**src/rtl/mem_access_unit.sv**
```systemverilog
// MEM-stage load/store executor: one word-memory access per start strobe over req/ack,
// with byte-lane steering, load extension, pipeline stall and timeout abort.
module mem_access_unit #(
  parameter int TIMEOUT = 16
) (
  input  logic        clk_i,
  input  logic        reset_i,
  input  logic        start_i,
  input  logic        mem_read_i,
  input  logic        mem_write_i,
  input  logic [3:0]  read_byte_i,
  input  logic [3:0]  write_byte_i,
  input  logic        sign_ext_i,
  input  logic [31:0] addr_i,
  input  logic [31:0] wdata_i,
  output logic        mem_req_o,
  output logic        mem_we_o,
  output logic [31:0] mem_addr_o,
  output logic [3:0]  mem_be_o,
  output logic [31:0] mem_wdata_o,
  input  logic [31:0] mem_rdata_i,
  input  logic        mem_ack_i,
  output logic        busy_o,
  output logic        done_o,
  output logic [31:0] rdata_o,
  output logic        err_o
);

  localparam int CW = (TIMEOUT > 2) ? $clog2(TIMEOUT) : 1;

  typedef enum logic [1:0] {S_IDLE, S_REQ, S_DONE, S_ERR} state_t;

  state_t        state_q, state_d;
  logic [CW-1:0] cnt_q, cnt_d;
  logic          mem_req_q, mem_req_d, mem_we_q, mem_we_d;
  logic [31:0]   mem_addr_q, mem_addr_d, mem_wdata_q, mem_wdata_d;
  logic [3:0]    mem_be_q, mem_be_d, size_q, size_d;
  logic [1:0]    off_q, off_d;
  logic          sext_q, sext_d;
  logic          busy_q, busy_d, done_q, done_d, err_q, err_d;
  logic [31:0]   rdata_q, rdata_d;

  logic [3:0]    size_in;
  logic          legal_sz, aligned;
  logic [31:0]   lane, ext, wlanes;

  always_comb begin
    size_in  = mem_read_i ? read_byte_i : write_byte_i;
    legal_sz = (size_in == 4'b0001) || (size_in == 4'b0011) || (size_in == 4'b1111);
    aligned  = (size_in == 4'b1111) ? (addr_i[1:0] == 2'b00) :
               (size_in == 4'b0011) ? !addr_i[0] : 1'b1;
    case (size_in)
      4'b0001: wlanes = {4{wdata_i[7:0]}};
      4'b0011: wlanes = {2{wdata_i[15:0]}};
      default: wlanes = wdata_i;
    endcase
    // Load lane is taken from the offset and size latched at accept time.
    lane = mem_rdata_i >> {off_q, 3'b000};
    case (size_q)
      4'b0001: ext = {{24{sext_q & lane[7]}}, lane[7:0]};
      4'b0011: ext = {{16{sext_q & lane[15]}}, lane[15:0]};
      default: ext = lane;
    endcase
  end

  always_comb begin
    state_d     = state_q;
    cnt_d       = cnt_q;
    mem_req_d   = mem_req_q;
    mem_we_d    = mem_we_q;
    mem_addr_d  = mem_addr_q;
    mem_be_d    = mem_be_q;
    mem_wdata_d = mem_wdata_q;
    size_d      = size_q;
    off_d       = off_q;
    sext_d      = sext_q;
    rdata_d     = rdata_q;
    case (state_q)
      S_IDLE: begin
        if (start_i && (mem_read_i ^ mem_write_i) && legal_sz && aligned) begin
          state_d     = S_REQ;
          cnt_d       = '0;
          mem_req_d   = 1'b1;
          mem_we_d    = mem_write_i;
          mem_addr_d  = {addr_i[31:2], 2'b00};
          mem_be_d    = size_in << addr_i[1:0];
          mem_wdata_d = wlanes;
          size_d      = size_in;
          off_d       = addr_i[1:0];
          sext_d      = sign_ext_i;
        end else if (start_i && (mem_read_i || mem_write_i)) begin
          state_d = S_ERR;
        end
      end
      S_REQ: begin
        // An ack on the final timeout cycle still wins.
        if (mem_ack_i) begin
          mem_req_d = 1'b0;
          state_d   = S_DONE;
          if (!mem_we_q) rdata_d = ext;
        end else if (cnt_q == CW'(TIMEOUT - 1)) begin
          mem_req_d = 1'b0;
          state_d   = S_ERR;
        end else begin
          cnt_d = cnt_q + CW'(1);
        end
      end
      S_DONE:  state_d = S_IDLE;
      default: state_d = S_IDLE;
    endcase
    busy_d = (state_d != S_IDLE);
    done_d = (state_d == S_DONE);
    err_d  = (state_d == S_ERR);
  end

  always_ff @(posedge clk_i) begin
    if (!reset_i) begin
      state_q     <= S_IDLE;
      cnt_q       <= '0;
      mem_req_q   <= 1'b0;
      mem_we_q    <= 1'b0;
      mem_addr_q  <= '0;
      mem_be_q    <= '0;
      mem_wdata_q <= '0;
      size_q      <= '0;
      off_q       <= '0;
      sext_q      <= 1'b0;
      busy_q      <= 1'b0;
      done_q      <= 1'b0;
      err_q       <= 1'b0;
      rdata_q     <= '0;
    end else begin
      state_q     <= state_d;
      cnt_q       <= cnt_d;
      mem_req_q   <= mem_req_d;
      mem_we_q    <= mem_we_d;
      mem_addr_q  <= mem_addr_d;
      mem_be_q    <= mem_be_d;
      mem_wdata_q <= mem_wdata_d;
      size_q      <= size_d;
      off_q       <= off_d;
      sext_q      <= sext_d;
      busy_q      <= busy_d;
      done_q      <= done_d;
      err_q       <= err_d;
      rdata_q     <= rdata_d;
    end
  end

  assign mem_req_o   = mem_req_q;
  assign mem_we_o    = mem_we_q;
  assign mem_addr_o  = mem_addr_q;
  assign mem_be_o    = mem_be_q;
  assign mem_wdata_o = mem_wdata_q;
  assign busy_o      = busy_q;
  assign done_o      = done_q;
  assign err_o       = err_q;
  assign rdata_o     = rdata_q;

endmodule

```
**config.mk**
```make
export PLATFORM = sky130hd
export DESIGN_NAME = mem_access_unit
export DESIGN_NICKNAME = d
export VERILOG_FILES = /design/src/rtl/mem_access_unit.sv
export SDC_FILE = /design/constraint.sdc
export NUM_CORES = 1
export LEC_CHECK = 0
export BUFFER_PORTS_ARGS = -buffer_cell sky130_fd_sc_hd__buf_2
export CORE_MARGIN = 10
export CORE_UTILIZATION = 53
export CTS_CLUSTER_SIZE = 16
export DETAILED_ROUTE_END_ITERATION = 10
export PLACE_DENSITY = 0.84
export SKIP_LAST_GASP = 1
export SLEW_MARGIN = 25
export SYNTH_ARGS = -nofsm -noshare
export SYNTH_HDL_FRONTEND = slang
export SYNTH_SLANG_ARGS = --single-unit
export TNS_END_PERCENT = 10
```
**constraint.sdc**
```tcl
create_clock -name clk_i -period 3.15 [get_ports clk_i]
set_clock_uncertainty 0.15 [all_clocks]
set_input_delay 0.4725 -clock clk_i [delete_from_list [all_inputs] [get_ports clk_i]]
set_output_delay 0.4725 -clock clk_i [all_outputs]
set_load 0.05 [all_outputs]
```
# Word level (Yosys, flattened, before mapping)
# Cells that the tools add are included.
# W data, S select, Z words.
dict set report classes {
  add_sub_neg 1
  n_eq_ne 13
  n_shift 2
  mux 18
  bitwise 4
  n_reduce_logical 16
}
# operator n
set ops {}
lappend ops {{$pmux W32 S2} 2}
lappend ops {{$shr A32 B5 Y32} 1}
lappend ops {{$mux W4} 4}
lappend ops {{$eq A4 B1 Y1 const B} 2}
lappend ops {{$eq A4 B2 Y1 const B} 2}
lappend ops {{$eq A4 B4 Y1 const B} 2}
lappend ops {{$mux W2} 4}
lappend ops {{$pmux W4 S2} 1}
lappend ops {{$ne A2 B2 Y1 const B} 3}
lappend ops {{$reduce_and A3 Y1} 2}
lappend ops {{$mux W1} 5}
lappend ops {{$add A4 B1 Y4 const B} 1}
lappend ops {{$eq A2 B2 Y1 const B} 2}
lappend ops {{$logic_and A1 B1 Y1} 4}
lappend ops {{$logic_not A2 Y1} 2}
lappend ops {{$pmux W2 S2} 1}
lappend ops {{$reduce_and A4 Y1} 1}
lappend ops {{$reduce_bool A2 Y1} 2}
lappend ops {{$shl A4 B2 Y4} 1}
lappend ops {{$logic_or A1 B1 Y1} 3}
lappend ops {{$ne A3 B3 Y1 const B} 1}
lappend ops {{$and A1 B1 Y1} 2}
lappend ops {{$eq A2 B1 Y1 const B} 1}
lappend ops {{$pmux W1 S2} 1}
lappend ops {{other kinds (4)} 4}
dict set report totals {
  ff_bits 116
  in_bits 111
  output_inout_bits 105
  word_cells 68
}

# Longest topological paths before layout
dict set report logic_depth {
  word_depth 9
  ltp_mapped 10
  depth_no_buf 6
}

# Worst setup path after synthesis
# No wires, ideal clock.
dict set report synth_path {
  path_type {input -> register}
  startpoint {input port mem_read_i}
  endpoint {register mem_addr_q[25] (netlist: mem_addr_o[25])}
  setup_ns 0.072
  t_arrival_ns 2.099
  required_time_ns 2.928
  path_slack_ns 0.829
  stages 9
  n_path_buf 4
  path_cell_list {mux2_1 -> buf_2 -> o211ai_1 -> nor4b_4 -> and2_1 -> buf_6 -> buf_6 -> buf_8 -> mux2i_1}
}
dict set report synth_via {
  elab_chain_len 7
  elab_cells_between_ends 13
  cone_classes {eq/ne (3); mux (3); bitwise (1); reduce/logical (6)}
}
# element line
set synth_rtl {}
lappend synth_rtl {{start, declared} 9} ;# input logic mem_read_i,
lappend synth_rtl {{$mux W4} 48} ;# size_in = mem_read_i ? read_byte_i : write_byte_i;
lappend synth_rtl {{$eq A4 B1 Y1 / $eq A4 B2 Y1 (equally long branches)} {49, 51}}
lappend synth_rtl {{$logic_or A1 B1 Y1 (2 in a row)} 49} ;# legal_sz = (size_in == 4'b0001) || (size_in == 4'b0011) || (size_in == 4'b1111);
lappend synth_rtl {{$logic_and A1 B1 Y1} 80} ;# if (start_i && (mem_read_i ^ mem_write_i) && legal_sz && aligned) begin
lappend synth_rtl {{$logic_and A1 B1 Y1 *} 80}
lappend synth_rtl {{$reduce_and A2 Y1 (no line) *} n/a}
lappend synth_rtl {{end signal, assigned} 137} ;# mem_addr_q <= mem_addr_d;
lappend synth_rtl {{end, declared} 36} ;# logic [31:0] mem_addr_q, mem_addr_d, mem_wdata_q, mem_wdata_d;
# Mark *: on every way between the ends. The rest lies on a longest branch, timed or not.
# A chain may end at the register's enable or synchronous reset.

# Worst setup path in the final report
dict set report layout_path {
  startpoint {register state_q[1]}
  endpoint {register rdata_q[28] (netlist: rdata_o[28])}
}
dict set report layout_via {
  elab_chain_len 2
}
# element line
set layout_rtl {}
lappend layout_rtl {{start, declared} 33} ;# state_t state_q, state_d;
lappend layout_rtl {{start signal, assigned} 133} ;# state_q <= state_d;
lappend layout_rtl {{$eq A2 B1 Y1} 78} ;# case (state_q)
lappend layout_rtl {{$reduce_and A3 Y1 (no line)} n/a}
lappend layout_rtl {{end signal, assigned} 146} ;# rdata_q <= rdata_d;
lappend layout_rtl {{end, declared} 41} ;# logic [31:0] rdata_q, rdata_d;
# No other way between the ends.

==> impl_metrics.tcl <==
set metrics [dict create \
    post_cts_buffers 0 \
    crit_path_max_incr_delay_ps 620 \
    antenna_found_initial 2 \
    drt-vias-per-instance 5.68 \
    netSwitchingFraction_pct 27.8 \
    cts_tree "yes" \
    synthesis.yosys.warnings 0 \
    clk_latency_ps 510 \
    arrival_ps 2860 \
    holdCritStartpoint "addr_i[29]" \
    grt_pass1_vias 5693 \
    hold_violations 0 \
    slew_violations 0 \
    drc_errors 0 \
    die_height_um 122 \
    core_mm2 0.0102 \
    grt_first_pass_wirelength_um 28100 \
    avgRoutedWirePerCell_um 18.2 \
    p_per_area_mw_per_mm2 561 \
    wl_met1_um 6920 \
    clkPwrFrac_pct 45.5 \
    start_util_pct 53.7 \
    critPathSlowestCell "a21boi_1" \
    path_buf_inv 0 \
    setup_viol 0 \
    post-route-period-util_pct 84.6 \
    route.met2.wl_um 8520 \
    dr_total_vias 5563 \
    layout_common_cells "212 x buf_2, 139 x nand2_1, 116 x dfxtp_1" \
    top_layer "met4" \
    ys_ff_latch 116 \
    setup_tns_ps 0 \
    outcome "complete, no violations" \
    stdcell_count 979 \
    grt_start_max_net_pins 127 \
    cts_max_path_buffers 2 \
    gpl.final_weighted_congestion 0.916 \
    period_minus_slack_ps 2660 \
    hold_class "primary input to register" \
    dieArea_mm2 0.0148 \
    rows 37 \
    timing.fmax_mhz 375 \
    cts.sinks 116 \
    path_cells "and2b_1 -> nand3b_1 -> a41oi_2 -> a21boi_1 -> a21oi_1" \
    rsz0062_at_grt "false" \
    ys_seq_area_share_pct 42.3 \
    dr_wl_met3_um 1990 \
    postCtsHoldBufs 0 \
    cp-start-kind "register" \
    cp_top_family "compound AO/OA/AOI/OAI gates" \
    sequentialPowerShare_pct 38.7 \
    portBuffers 213 \
    postSynthAreaPerCell_um2 8.55 \
    cp.required_ps 3350 \
    cp-end-kind "register" \
    ioPinCount 216 \
    grt_overflow_total 0 \
    root_buffer "clkbuf_8" \
    dp_cells 946 \
    dr.first_iter.drc_count 632 \
    cts.repair.resized 0 \
    dpl_cell_area_mm2 0.00658 \
    worstSetupPathDepth 5 \
    ir_drop_v 0.000323 \
    nNetsFinal 942 \
    wirelength_um 17800 \
    ant_nets 0 \
    dpl_worst_slack_ps 483 \
    maxCapViolCount 0 \
    pwr-share-comb_pct 15.8 \
    worst_slack_ps 486 \
    p_int_mw 2.89 \
    slew_headroom_pct 55.6 \
    drtPass1Iterations 5 \
    final_layout_size_suffix_gt1_share_pct 33.2 \
    finalInstanceArea_mm2 0.00715 \
    cp-startpoint "state_q[1]" \
    htreeDepth 4 \
    whs_path_depth 3 \
    p_sw_mw 1.12 \
    synthCells 642 \
    r2r_cells 5 \
    place_hpwl_um 13200 \
    die_x_um 122 \
    syn_area_mm2 0.00549 \
    tightest_slew_ps 657 \
    leakage_nw 3.15 \
    areaGrowthSynthToFinish_pct 30.2 \
    crit_fanout 10 \
    synth.distinct_cells 48 \
    cts_buffers 17 \
    holdWs_ps 56.6 \
    layout_commonest_cell "buf_2" \
    grtUsageTotal_pct 23.1 \
    r2r-start "state_q[1]" \
    clk_pin_slew_ps 60 \
    crit_type "register to register" \
]
[sequential cells by signal, summed over array words and instances (netlist names)]
name         cells
busy_o           1
cnt_q            4
done_o           1
err_o            1
mem_addr_o      30
mem_be_o         4
mem_req_o        1
mem_wdata_o     32
mem_we_o         1
off_q            2
rdata_o         32
sext_q           1
size_q           4
state_q          2
[metrics by stage]
step	power (mW)	utilization, %
3_3_place_gp	2.19	64.3
3_5_place_dp	2.21	64.3
4_1_cts	4.03	69.8
2_1_floorplan	2.01	-
6_report	4.01	69.9
5_1_grt	4.15	69.9
[final cells by class]
class / instances / area (um2)
multi-input cells: 464 / 2880
inverters: 4 / 15.0
well taps: 136 / 170
diodes: 2 / 5.00
flip-flops and latches: 116 / 2320
fillers: 846 / 3080
clock inverters: 9 / 104
repair buffers: 226 / 1190
clock buffers: 22 / 463
[cell usage after synthesis (all sizes together)]
master / number / area (um2)
o221a: 8 / 90.1
dfxtp: 116 / 2320
nor3: 17 / 85.1
a31oi: 2 / 12.5
clkbuf: 40 / 150
ha: 2 / 25.0
mux2i: 71 / 711
mux2: 8 / 90.1
a21boi: 1 / 7.51
nand3b: 2 / 15.0
a2111o: 1 / 11.3
mux4: 1 / 22.5
nand3: 5 / 25.0
nand2b: 2 / 12.5
nor4b: 3 / 56.3
o21ai: 55 / 275
a21bo: 1 / 10.0
o22ai: 5 / 31.3
a21oi: 55 / 275
o21a: 3 / 22.5
a41oi: 3 / 33.8
nor3b: 2 / 15.0
conb: 1 / 3.75
buf: 19 / 141
nand4: 28 / 175
and3: 1 / 6.26
o21bai: 1 / 7.51
nor2: 18 / 67.6
o211ai: 8 / 60.1
nor4bb: 1 / 10.0
nor2b: 2 / 12.5
and2: 1 / 6.26
inv: 4 / 15.0
and2b: 1 / 7.51
nand2: 139 / 522
or2: 2 / 12.5
a211oi: 12 / 135
o31a: 1 / 8.76
[routing by layer]
layer,up-vias,track usage [%]
met4,0,8.64
met1,2601,25.4
met3,35,10.5
met5,-,0
li1,2662,-
met2,265,38.3
[power groups by stage]
stage | logic (mW) | registers, mW | clock network (mW)
after floorplan | 0.272 | 1.73 | 0
after global placement | 0.611 | 1.58 | 0
after detailed placement | 0.627 | 1.58 | 0
after CTS | 0.630 | 1.55 | 1.85
after global routing | 0.678 | 1.56 | 1.92
final | 0.632 | 1.55 | 1.83
[worst min-delay path, cell delays in order]
cell	delay, ps
buf_2	100
nand2_1	40
mux2i_1	50
[cell families after synthesis]
family,after synthesis,share of synthesized area (%)
flip-flops,116,42.3
other,1,0.0683
buffers and inverters,63,5.58
AO/OA/AOI/OAI,156,17.9
AND/OR/NAND/NOR,224,18.7
adder cells (fa/ha/maj),2,0.456
multiplexers,80,15.0
[path summary, 6_finish.rpt]
| path | endpoint | slack (ps) |
|---|---|---|
| hold / removal | mem_addr_o[29] | 60 |
| setup / recovery | rdata_o[28] | 490 |
| setup reg to reg | rdata_o[28] | 490 |
| hold reg to reg | mem_wdata_o[0] | 300 |
No activity file was read; power rests on OpenSTA's default activity.
